==> src/rtl/aes_pkg.sv <==
// Shared AES key-schedule definitions: S-box, Rcon, key-length decode and FSM state type.
package aes_pkg;

  localparam logic [1:0] KEY_LEN_128 = 2'd0;
  localparam logic [1:0] KEY_LEN_192 = 2'd1;
  localparam logic [1:0] KEY_LEN_256 = 2'd2;
  localparam logic [1:0] KEY_LEN_BAD = 2'd3;

  typedef enum logic [1:0] {
    ST_IDLE,
    ST_GEN,
    ST_OUT
  } ks_state_t;

  // Which temp transform applies to w[i-1] when deriving w[i].
  typedef enum logic [1:0] {
    PH_PLAIN,
    PH_ROT_SUB,
    PH_SUB
  } word_phase_t;

  localparam logic [0:255][7:0] SBOX = {
    128'h637c777bf26b6fc53001672bfed7ab76,
    128'hca82c97dfa5947f0add4a2af9ca472c0,
    128'hb7fd9326363ff7cc34a5e5f171d83115,
    128'h04c723c31896059a071280e2eb27b275,
    128'h09832c1a1b6e5aa0523bd6b329e32f84,
    128'h53d100ed20fcb15b6acbbe394a4c58cf,
    128'hd0efaafb434d338545f9027f503c9fa8,
    128'h51a3408f929d38f5bcb6da2110fff3d2,
    128'hcd0c13ec5f974417c4a77e3d645d1973,
    128'h60814fdc222a908846eeb814de5e0bdb,
    128'he0323a0a4906245cc2d3ac629195e479,
    128'he7c8376d8dd54ea96c56f4ea657aae08,
    128'hba78252e1ca6b4c6e8dd741f4bbd8b8a,
    128'h703eb5664803f60e613557b986c11d9e,
    128'he1f8981169d98e949b1e87e9ce5528df,
    128'h8ca1890dbfe6426841992d0fb054bb16
  };

  localparam logic [0:9][7:0] RCON = {
    8'h01, 8'h02, 8'h04, 8'h08, 8'h10, 8'h20, 8'h40, 8'h80, 8'h1b, 8'h36
  };

  function automatic logic [7:0] sbox(input logic [7:0] x);
    return SBOX[x];
  endfunction

  function automatic logic [31:0] sub_word(input logic [31:0] w);
    return {sbox(w[31:24]), sbox(w[23:16]), sbox(w[15:8]), sbox(w[7:0])};
  endfunction

  // Rcon is 1-based (Rcon[1] = 01); index 0 never reaches a rot/sub word.
  function automatic logic [7:0] rcon(input logic [3:0] idx);
    logic [3:0] pos;
    pos = idx - 4'd1;
    if (idx >= 4'd1 && idx <= 4'd10) return RCON[pos];
    return 8'h00;
  endfunction

  function automatic logic [3:0] nk_of(input logic [1:0] key_len);
    case (key_len)
      KEY_LEN_192: return 4'd6;
      KEY_LEN_256: return 4'd8;
      default:     return 4'd4;
    endcase
  endfunction

  function automatic logic [3:0] nr_of(input logic [1:0] key_len);
    case (key_len)
      KEY_LEN_192: return 4'd12;
      KEY_LEN_256: return 4'd14;
      default:     return 4'd10;
    endcase
  endfunction

endpackage

==> src/rtl/aes_key_word.sv <==
// One step of the key recurrence: w[i] = w[i-Nk] ^ temp(w[i-1]).
module aes_key_word
  import aes_pkg::*;
(
  input  logic [31:0]  w_prev,
  input  logic [31:0]  w_back,
  input  word_phase_t  phase,
  input  logic [7:0]   rcon_byte,
  output logic [31:0]  w_next
);

  logic [31:0] temp;

  always_comb begin
    temp = w_prev;
    case (phase)
      PH_ROT_SUB: temp = sub_word({w_prev[23:0], w_prev[31:24]}) ^ {rcon_byte, 24'h0};
      PH_SUB:     temp = sub_word(w_prev);
      default:    temp = w_prev;
    endcase
  end

  assign w_next = w_back ^ temp;

endmodule

==> src/rtl/aes_key_schedule.sv <==
// Sequential AES-128/192/256 key expansion: one schedule word per cycle, 4-word round keys
// handed out over a valid/ready handshake.
module aes_key_schedule
  import aes_pkg::*;
#(
  parameter int KEY_W = 256,
  parameter int RK_W  = 128,
  parameter int CNT_W = 6
) (
  input  logic             clk,
  input  logic             rst,
  input  logic             start,
  input  logic [1:0]       key_len,
  input  logic [KEY_W-1:0] key,
  output logic             busy,
  output logic             rk_valid,
  input  logic             rk_ready,
  output logic [RK_W-1:0]  round_key,
  output logic [3:0]       rk_index,
  output logic             done,
  output logic             err
);

  ks_state_t         state_reg, state_next;
  logic [KEY_W-1:0]  key_reg;
  logic [3:0]        nk_reg, nr_reg;
  logic [CNT_W-1:0]  i_reg;
  logic [2:0]        mod_reg;
  logic [3:0]        rcon_idx_reg;
  logic [31:0]       hist_reg [0:7];
  logic [RK_W-1:0]   out_buf_reg;
  logic [1:0]        pos_reg;
  logic [3:0]        rk_index_reg;
  logic              done_reg, err_reg;

  logic              start_ok, start_bad, gen_step, rk_advance, last_hs;
  logic [31:0]       key_words [0:7];
  logic [2:0]        back_sel;
  logic              in_key;
  word_phase_t       phase;
  logic [31:0]       w_derived, w_cur;

  generate
    for (genvar gi = 0; gi < 8; gi++) begin : g_key_words
      assign key_words[gi] = key_reg[KEY_W-1-32*gi -: 32];
    end
  endgenerate

  // hist_reg[k] holds w[i-1-k], so w[i-Nk] sits at Nk-1.
  assign back_sel = 3'(nk_reg - 4'd1);
  assign in_key   = i_reg < CNT_W'(nk_reg);

  always_comb begin
    phase = PH_PLAIN;
    if (mod_reg == 3'd0)
      phase = PH_ROT_SUB;
    else if (nk_reg == 4'd8 && mod_reg == 3'd4)
      phase = PH_SUB;
  end

  aes_key_word u_key_word (
    .w_prev    (hist_reg[0]),
    .w_back    (hist_reg[back_sel]),
    .phase     (phase),
    .rcon_byte (rcon(rcon_idx_reg)),
    .w_next    (w_derived)
  );

  assign w_cur = in_key ? key_words[i_reg[2:0]] : w_derived;

  always_comb begin
    state_next = state_reg;
    start_ok   = 1'b0;
    start_bad  = 1'b0;
    gen_step   = 1'b0;
    rk_advance = 1'b0;
    last_hs    = 1'b0;
    case (state_reg)
      ST_IDLE: begin
        if (start) begin
          if (key_len == KEY_LEN_BAD) begin
            start_bad = 1'b1;
          end else begin
            start_ok   = 1'b1;
            state_next = ST_GEN;
          end
        end
      end
      ST_GEN: begin
        gen_step = 1'b1;
        if (pos_reg == 2'd3) state_next = ST_OUT;
      end
      ST_OUT: begin
        if (rk_ready) begin
          if (rk_index_reg == nr_reg) begin
            last_hs    = 1'b1;
            state_next = ST_IDLE;
          end else begin
            rk_advance = 1'b1;
            state_next = ST_GEN;
          end
        end
      end
      default: state_next = ST_IDLE;
    endcase
  end

  always_ff @(posedge clk) begin
    if (!rst) begin
      state_reg    <= ST_IDLE;
      key_reg      <= '0;
      nk_reg       <= '0;
      nr_reg       <= '0;
      i_reg        <= '0;
      mod_reg      <= '0;
      rcon_idx_reg <= '0;
      out_buf_reg  <= '0;
      pos_reg      <= '0;
      rk_index_reg <= '0;
      done_reg     <= 1'b0;
      err_reg      <= 1'b0;
      for (int k = 0; k < 8; k++) hist_reg[k] <= '0;
    end else begin
      state_reg <= state_next;
      done_reg  <= last_hs;
      err_reg   <= start_bad;
      if (start_ok) begin
        key_reg      <= key;
        nk_reg       <= nk_of(key_len);
        nr_reg       <= nr_of(key_len);
        i_reg        <= '0;
        mod_reg      <= '0;
        rcon_idx_reg <= '0;
        pos_reg      <= '0;
        rk_index_reg <= '0;
      end
      if (gen_step) begin
        hist_reg[0] <= w_cur;
        for (int k = 1; k < 8; k++) hist_reg[k] <= hist_reg[k-1];
        out_buf_reg <= {out_buf_reg[RK_W-33:0], w_cur};
        i_reg       <= i_reg + 1'b1;
        pos_reg     <= pos_reg + 2'd1;
        // i mod Nk and i/Nk without a divider
        if (mod_reg == 3'(nk_reg - 4'd1)) begin
          mod_reg      <= '0;
          rcon_idx_reg <= rcon_idx_reg + 4'd1;
        end else begin
          mod_reg <= mod_reg + 3'd1;
        end
      end
      if (rk_advance) rk_index_reg <= rk_index_reg + 4'd1;
    end
  end

  assign busy      = (state_reg != ST_IDLE);
  assign rk_valid  = (state_reg == ST_OUT);
  assign round_key = out_buf_reg;
  assign rk_index  = rk_index_reg;
  assign done      = done_reg;
  assign err       = err_reg;

endmodule

==> config.mk <==
export PLATFORM = sky130hd
export DESIGN_NAME = aes_key_schedule
export DESIGN_NICKNAME = d
export VERILOG_FILES = /design/src/rtl/aes_pkg.sv /design/src/rtl/aes_key_word.sv /design/src/rtl/aes_key_schedule.sv
export SDC_FILE = /design/constraint.sdc
export NUM_CORES = 2
export LEC_CHECK = 0
export CORE_ASPECT_RATIO = 1.5
export CORE_UTILIZATION = 45
export CTS_BUF_LIST = sky130_fd_sc_hd__clkbuf_8
export CTS_CLUSTER_SIZE = 28
export DETAILED_ROUTE_END_ITERATION = 10
export GPL_TIMING_DRIVEN = 0
export PLACE_DENSITY = 0.73
export SETUP_SLACK_MARGIN = 0.05
export SLEW_MARGIN = 15
export SYNTH_ARGS = -nofsm -noshare
export SYNTH_HDL_FRONTEND = slang
export SYNTH_SLANG_ARGS = --single-unit
==> constraint.sdc <==
create_clock -name clk -period 12.5 [get_ports clk]
set_input_delay 1.25 -clock clk [delete_from_list [all_inputs] [get_ports clk]]
set_output_delay 1.25 -clock clk [all_outputs]
set_load 0.02 [all_outputs]
-- Word level (Yosys, flattened, before mapping)
Memories as Yosys holds them, arrays and structs flattened.
Cells that the tools add are included.
- register bits after elaboration: 415
- memories kept: 6
- output and inout port bits: 136
- RAM bits: 256
- input bits: 262
- memory bits (read-only): 8320
- bitwise gates (word level): 16
- reduce and logical (&&, ||, !) cells: 10
- equal/unequal tests: 16
- $add $sub $neg: 7
- multiplexer cells: 61
- magnitude comparators: 9
- memory list (name ; depth ; width ; read ports ; clocked after memory_dff ; write ports ; line ; source):
    (name not given) ; 256 ; 8 ; 1 ; 0 ; 0 ; aes_pkg.sv:46 ; return SBOX[x];
    (name not given) ; 256 ; 8 ; 1 ; 0 ; 0 ; aes_pkg.sv:46 ;
    (name not given) ; 256 ; 8 ; 1 ; 0 ; 0 ; aes_pkg.sv:46 ;
    (name not given) ; 256 ; 8 ; 1 ; 0 ; 0 ; aes_pkg.sv:46 ;
    hist_reg ; 8 ; 32 ; 8 ; 0 ; 8 ; aes_key_schedule.sv:30 ; logic [31:0] hist_reg [0:7];
    (name not given) ; 16 ; 8 ; 1 ; 0 ; 0 ; aes_pkg.sv:57 ; if (idx >= 4'd1 && idx <= 4'd10) return RCON[pos];
- operators by type and width (operator ; number):
    32-bit two-way mux ; 11
    32-bit binary-select mux with 3-bit select ; 1
    8-bit two-way mux ; 12
    32-bit case mux with 2 select lines ; 1
    32-bit XOR ; 2
    9-bit >= comparator (second input constant) ; 4
    8-bit inverter with 9-bit output ; 4
    4-bit two-way mux ; 5
    2-bit two-way mux ; 8
    1-bit two-way mux ; 15
    6-bit two-way mux ; 2
    2-bit == test (second input constant) ; 5
    3-bit two-way mux ; 3
    4-bit by 1-bit adder with 4-bit output (second input constant) ; 2
    1-bit OR ; 8
    4-bit case mux with 2 select lines ; 1
    6-bit by 1-bit adder with 6-bit output (second input constant) ; 1
    2-bit by 1-bit == test with 1-bit output (second input constant) ; 3
    6-bit by 4-bit less-than comparator with 1-bit output ; 1
    2-bit != test (second input constant) ; 3
    2-bit case mux with 3 select lines ; 1
    3-bit case mux with 2 select lines ; 1
    3-bit AND reduction ; 2
    2-bit nonzero test ; 3
    19 further kinds ; 20

-- Longest topological paths before layout
- word-level depth: 12
- mapped depth: 15

-- Cells and area by module
Synthesis repeated with hierarchy kept, for this count alone.
- cell total of the unflattened synthesis: 4963
- area total of the unflattened synthesis: 41634.9 µm²
- by module, submodules not included (module ; cells an instance ; area an instance (µm²) ; instances ; sequential area each (µm²)):
    aes_key_schedule ; 2597 ; 27037.2 ; 1 ; 15955.3
    aes_key_word ; 2366 ; 14597.8 ; 1 ; 0.0

-- Worst setup path before layout
OpenSTA, ideal clock, no wires.
- path kind: input-to-reg
- start: input rst
- end: register mod_reg[2]
- setup time: 0.127 ns
- stages on the path: 7
- path slack: 5.175 ns
- arrival time: 7.199 ns
- required time: 12.373 ns
- cell sequence: clkbuf_1 and2_1 clkbuf_1 inv_1 o32ai_1 nand2_1 o21ai_0
- RTL lines (item ; line ; source):
    start, declared ; aes_key_schedule.sv:11 ; input logic rst,
    end signal, assigned ; aes_key_schedule.sv:148 ; mod_reg <= mod_reg + 3'd1;
    end, declared ; aes_key_schedule.sv:28 ; logic [2:0] mod_reg;

==> reports/results.ini <==
[final_layout]
syn_to_final_growth_pct=17.3
final_util_pct=53.3
multi_input_area_um2=24900
final_nets=5823
register_area_um2=16000
drive_above_1_share_pct=10.3
fillerInstances=9020
final_common_cell=nand2_1
layout_common_cells=958 x nand2_1, 413 x dfxtp_1, 396 x clkdlybuf4s50_1

[clocking]
cts_resized=0
cts_buffers=92
cts.sinks=669
insertion_delay_ps=760
hold_buffers=0
cts-root-buf=clkbuf_8
cts_setup_buffers=0
path_clk_slew_ps=70
htreeDepth=3
clock_path_buffers=3
cts_tree=built

[critical_path]
endpoint_kind=flop
path_class=reg -> reg
required_ps=12850
cp.arrival_ps=7250
worstPathMaxFanout=15
setup.worst_path.start_class=flop

[synthesis]
synthDistinctLibCells=106
synth_simple_gate_area_share_pct=22.2
avgSynthCellArea_um2=8.72
synthXorXnorAreaFrac_pct=0.604
synth_edf_count=256
syn_nets=5330
ys.warnings.count=0
synth_top_family_by_area=compound AO/OA/AOI/OAI gates
synth_ff_type=dfxtp_1
synthArstFlopShare_pct=0
yosysSeqAreaShare_pct=36.7
synth-compound-area-share_pct=23.4
ys_ff_latch=669
synth_fa_ha_area_share_pct=2.30
synthCells=4988
syn_area_um2=43500
synth.area.mux_share_pct=8.65

[floorplanning]
die_h_um=383
row_count=139
dieArea_um2=97900
core_region_area_um2=95700
start_util_pct=45.5
die_w_um=256
top_level_ports=398

[global_routing]
grt_usage_pct=47.6
grt_max_degree=99
grt_pass1_wl_mm=335
grt_overflow=0
grt_pass1_vias=45300
antenna_found_initial=20

[route]
m1WireLength_mm=77.3
ant_nets=0
dr_wl_met3_mm=30.4
drtIter0Drc=7220
wl_per_cell_um=35.2
drtPass1Iterations=11
vias=47500
vias_per_cell=6.95
drc_errors=8
routed_wl_mm=241
wl_met2_mm=104
topRoutingLayerUsed=met5

[sta]
maxSlewHeadroom_pct=13.0
setup_viol_count_final=0
slew_viol_final=0
finalCritPeriodShare_pct=55.3
worst_pin_slew_ps=1290
setup_tns_ps=0
finalCriticalPeriod_ps=6910
fmax_ghz=0.145
grt_setup_unrepaired=no
hold_viol=0
skew_ps=54.5
finalHoldWorstSlack_ps=461

[power_and_ir_drop]
p_leak_uw=0.0186
vdd_ir_drop_max_uv=98.5
p_per_area_nw_per_um2=131

[placement]
port-buffer-count=396
dp.final_hpwl_mm=179
gp_congestion=1.14

[run_status]
status=finished, violations left
failed_checks=DRC

[worst_hold_path]
hold_path.class=reg -> reg

[run]
cap_violations=0

==> power breakdown <==
part	internal [µW]	leakage, µW	switching [µW]	total (µW)
sequential	2410	0.00609	114	2530
clock	841	0.00107	911	1750
combinational	754	0.0115	1660	2420
==> per-layer routing <==
layer | up-vias | GRT usage, %
li1 | 19200 | -
met1 | 22400 | 51.8
met2 | 4426 | 73.3
met3 | 1488 | 14.5
met4 | 22 | 46.2
met5 | - | 0.298
==> metrics by stage <==
stage	instance area [µm²]	instances	power (µW)	worst slack, ps
3_5_place_dp	49100	6656	4790	6400
5_1_grt	51000	6830	6770	5910
6_report	51000	6836	6700	5590
3_3_place_gp	49000	6653	4840	2840
4_1_cts	51000	6824	6490	6350
2_1_floorplan	43500	4988	3790	5170
==> cell type report <==
type / count / share of cell area [%]
clock buffers: 104 / 2.81
well taps: 1269 / 3.11
clock inverters: 64 / 0.824
plain buffers: 520 / 4.81
inverters: 67 / 0.508
multi-input cells: 3732 / 48.7
flip-flops and latches: 669 / 31.3
diodes: 12 / 0.0589
repair buffers: 399 / 7.89
==> cells in the mapped netlist, types with 118 or more instances <==
library cell  count  share of area (%)
dfxtp_1         413                 19
o21ai_0         165                1.9
a21boi_0        363                6.3
a21oi_1         173                2.0
nand2b_1        120                1.7
edfxtp_1        256                 18
nor2_1          225                1.9
mux4_2          135                7.0
and3_1          160                2.3
clkbuf_1        312                2.7
buf_2           118                1.4
nand2_1         958                8.3
==> path summary, 6_finish.rpt <==
| kind | start | to | slack, ps | cells after the start |
|---|---|---|---|---|
| setup reg to reg | hist_reg[0][9] | hist_reg[0][17] | 5590 | 13 |
| setup / recovery | hist_reg[0][9] | hist_reg[0][17] | 5590 | 13 |
| hold / removal | key_reg[177] | key_reg[177] | 460 | 2 |
| hold reg to reg | key_reg[177] | key_reg[177] | 460 | 2 |
==> worst max-delay path, cell delays in order (launching register included) <==
cell,delay (ps)
edfxtp_1,720
buf_2,400
clkinv_1,630
ha_1,590
buf_2,260
clkbuf_1,650
mux2_2,290
mux2i_1,60
o21ai_0,420
a211oi_1,220
nor4_1,740
a222oi_1,280
xor2_1,240
a21oi_1,990
==> kinds of logic (layout without fill, tap and decap cells) <==
logic type                 count (synthesis)  count (layout)
and+or+nand+nor                         2029            2029
DFF                                      669             669
muxes                                    204             204
xor gates and xnor gates                  30              30
AOI/OAI and AO/OA                       1389            1389
adders and majority gates                 80              80
other                                      0              12
buffers and inverters                    587            1154
Note: power is estimated with default switching activity, not from simulation.
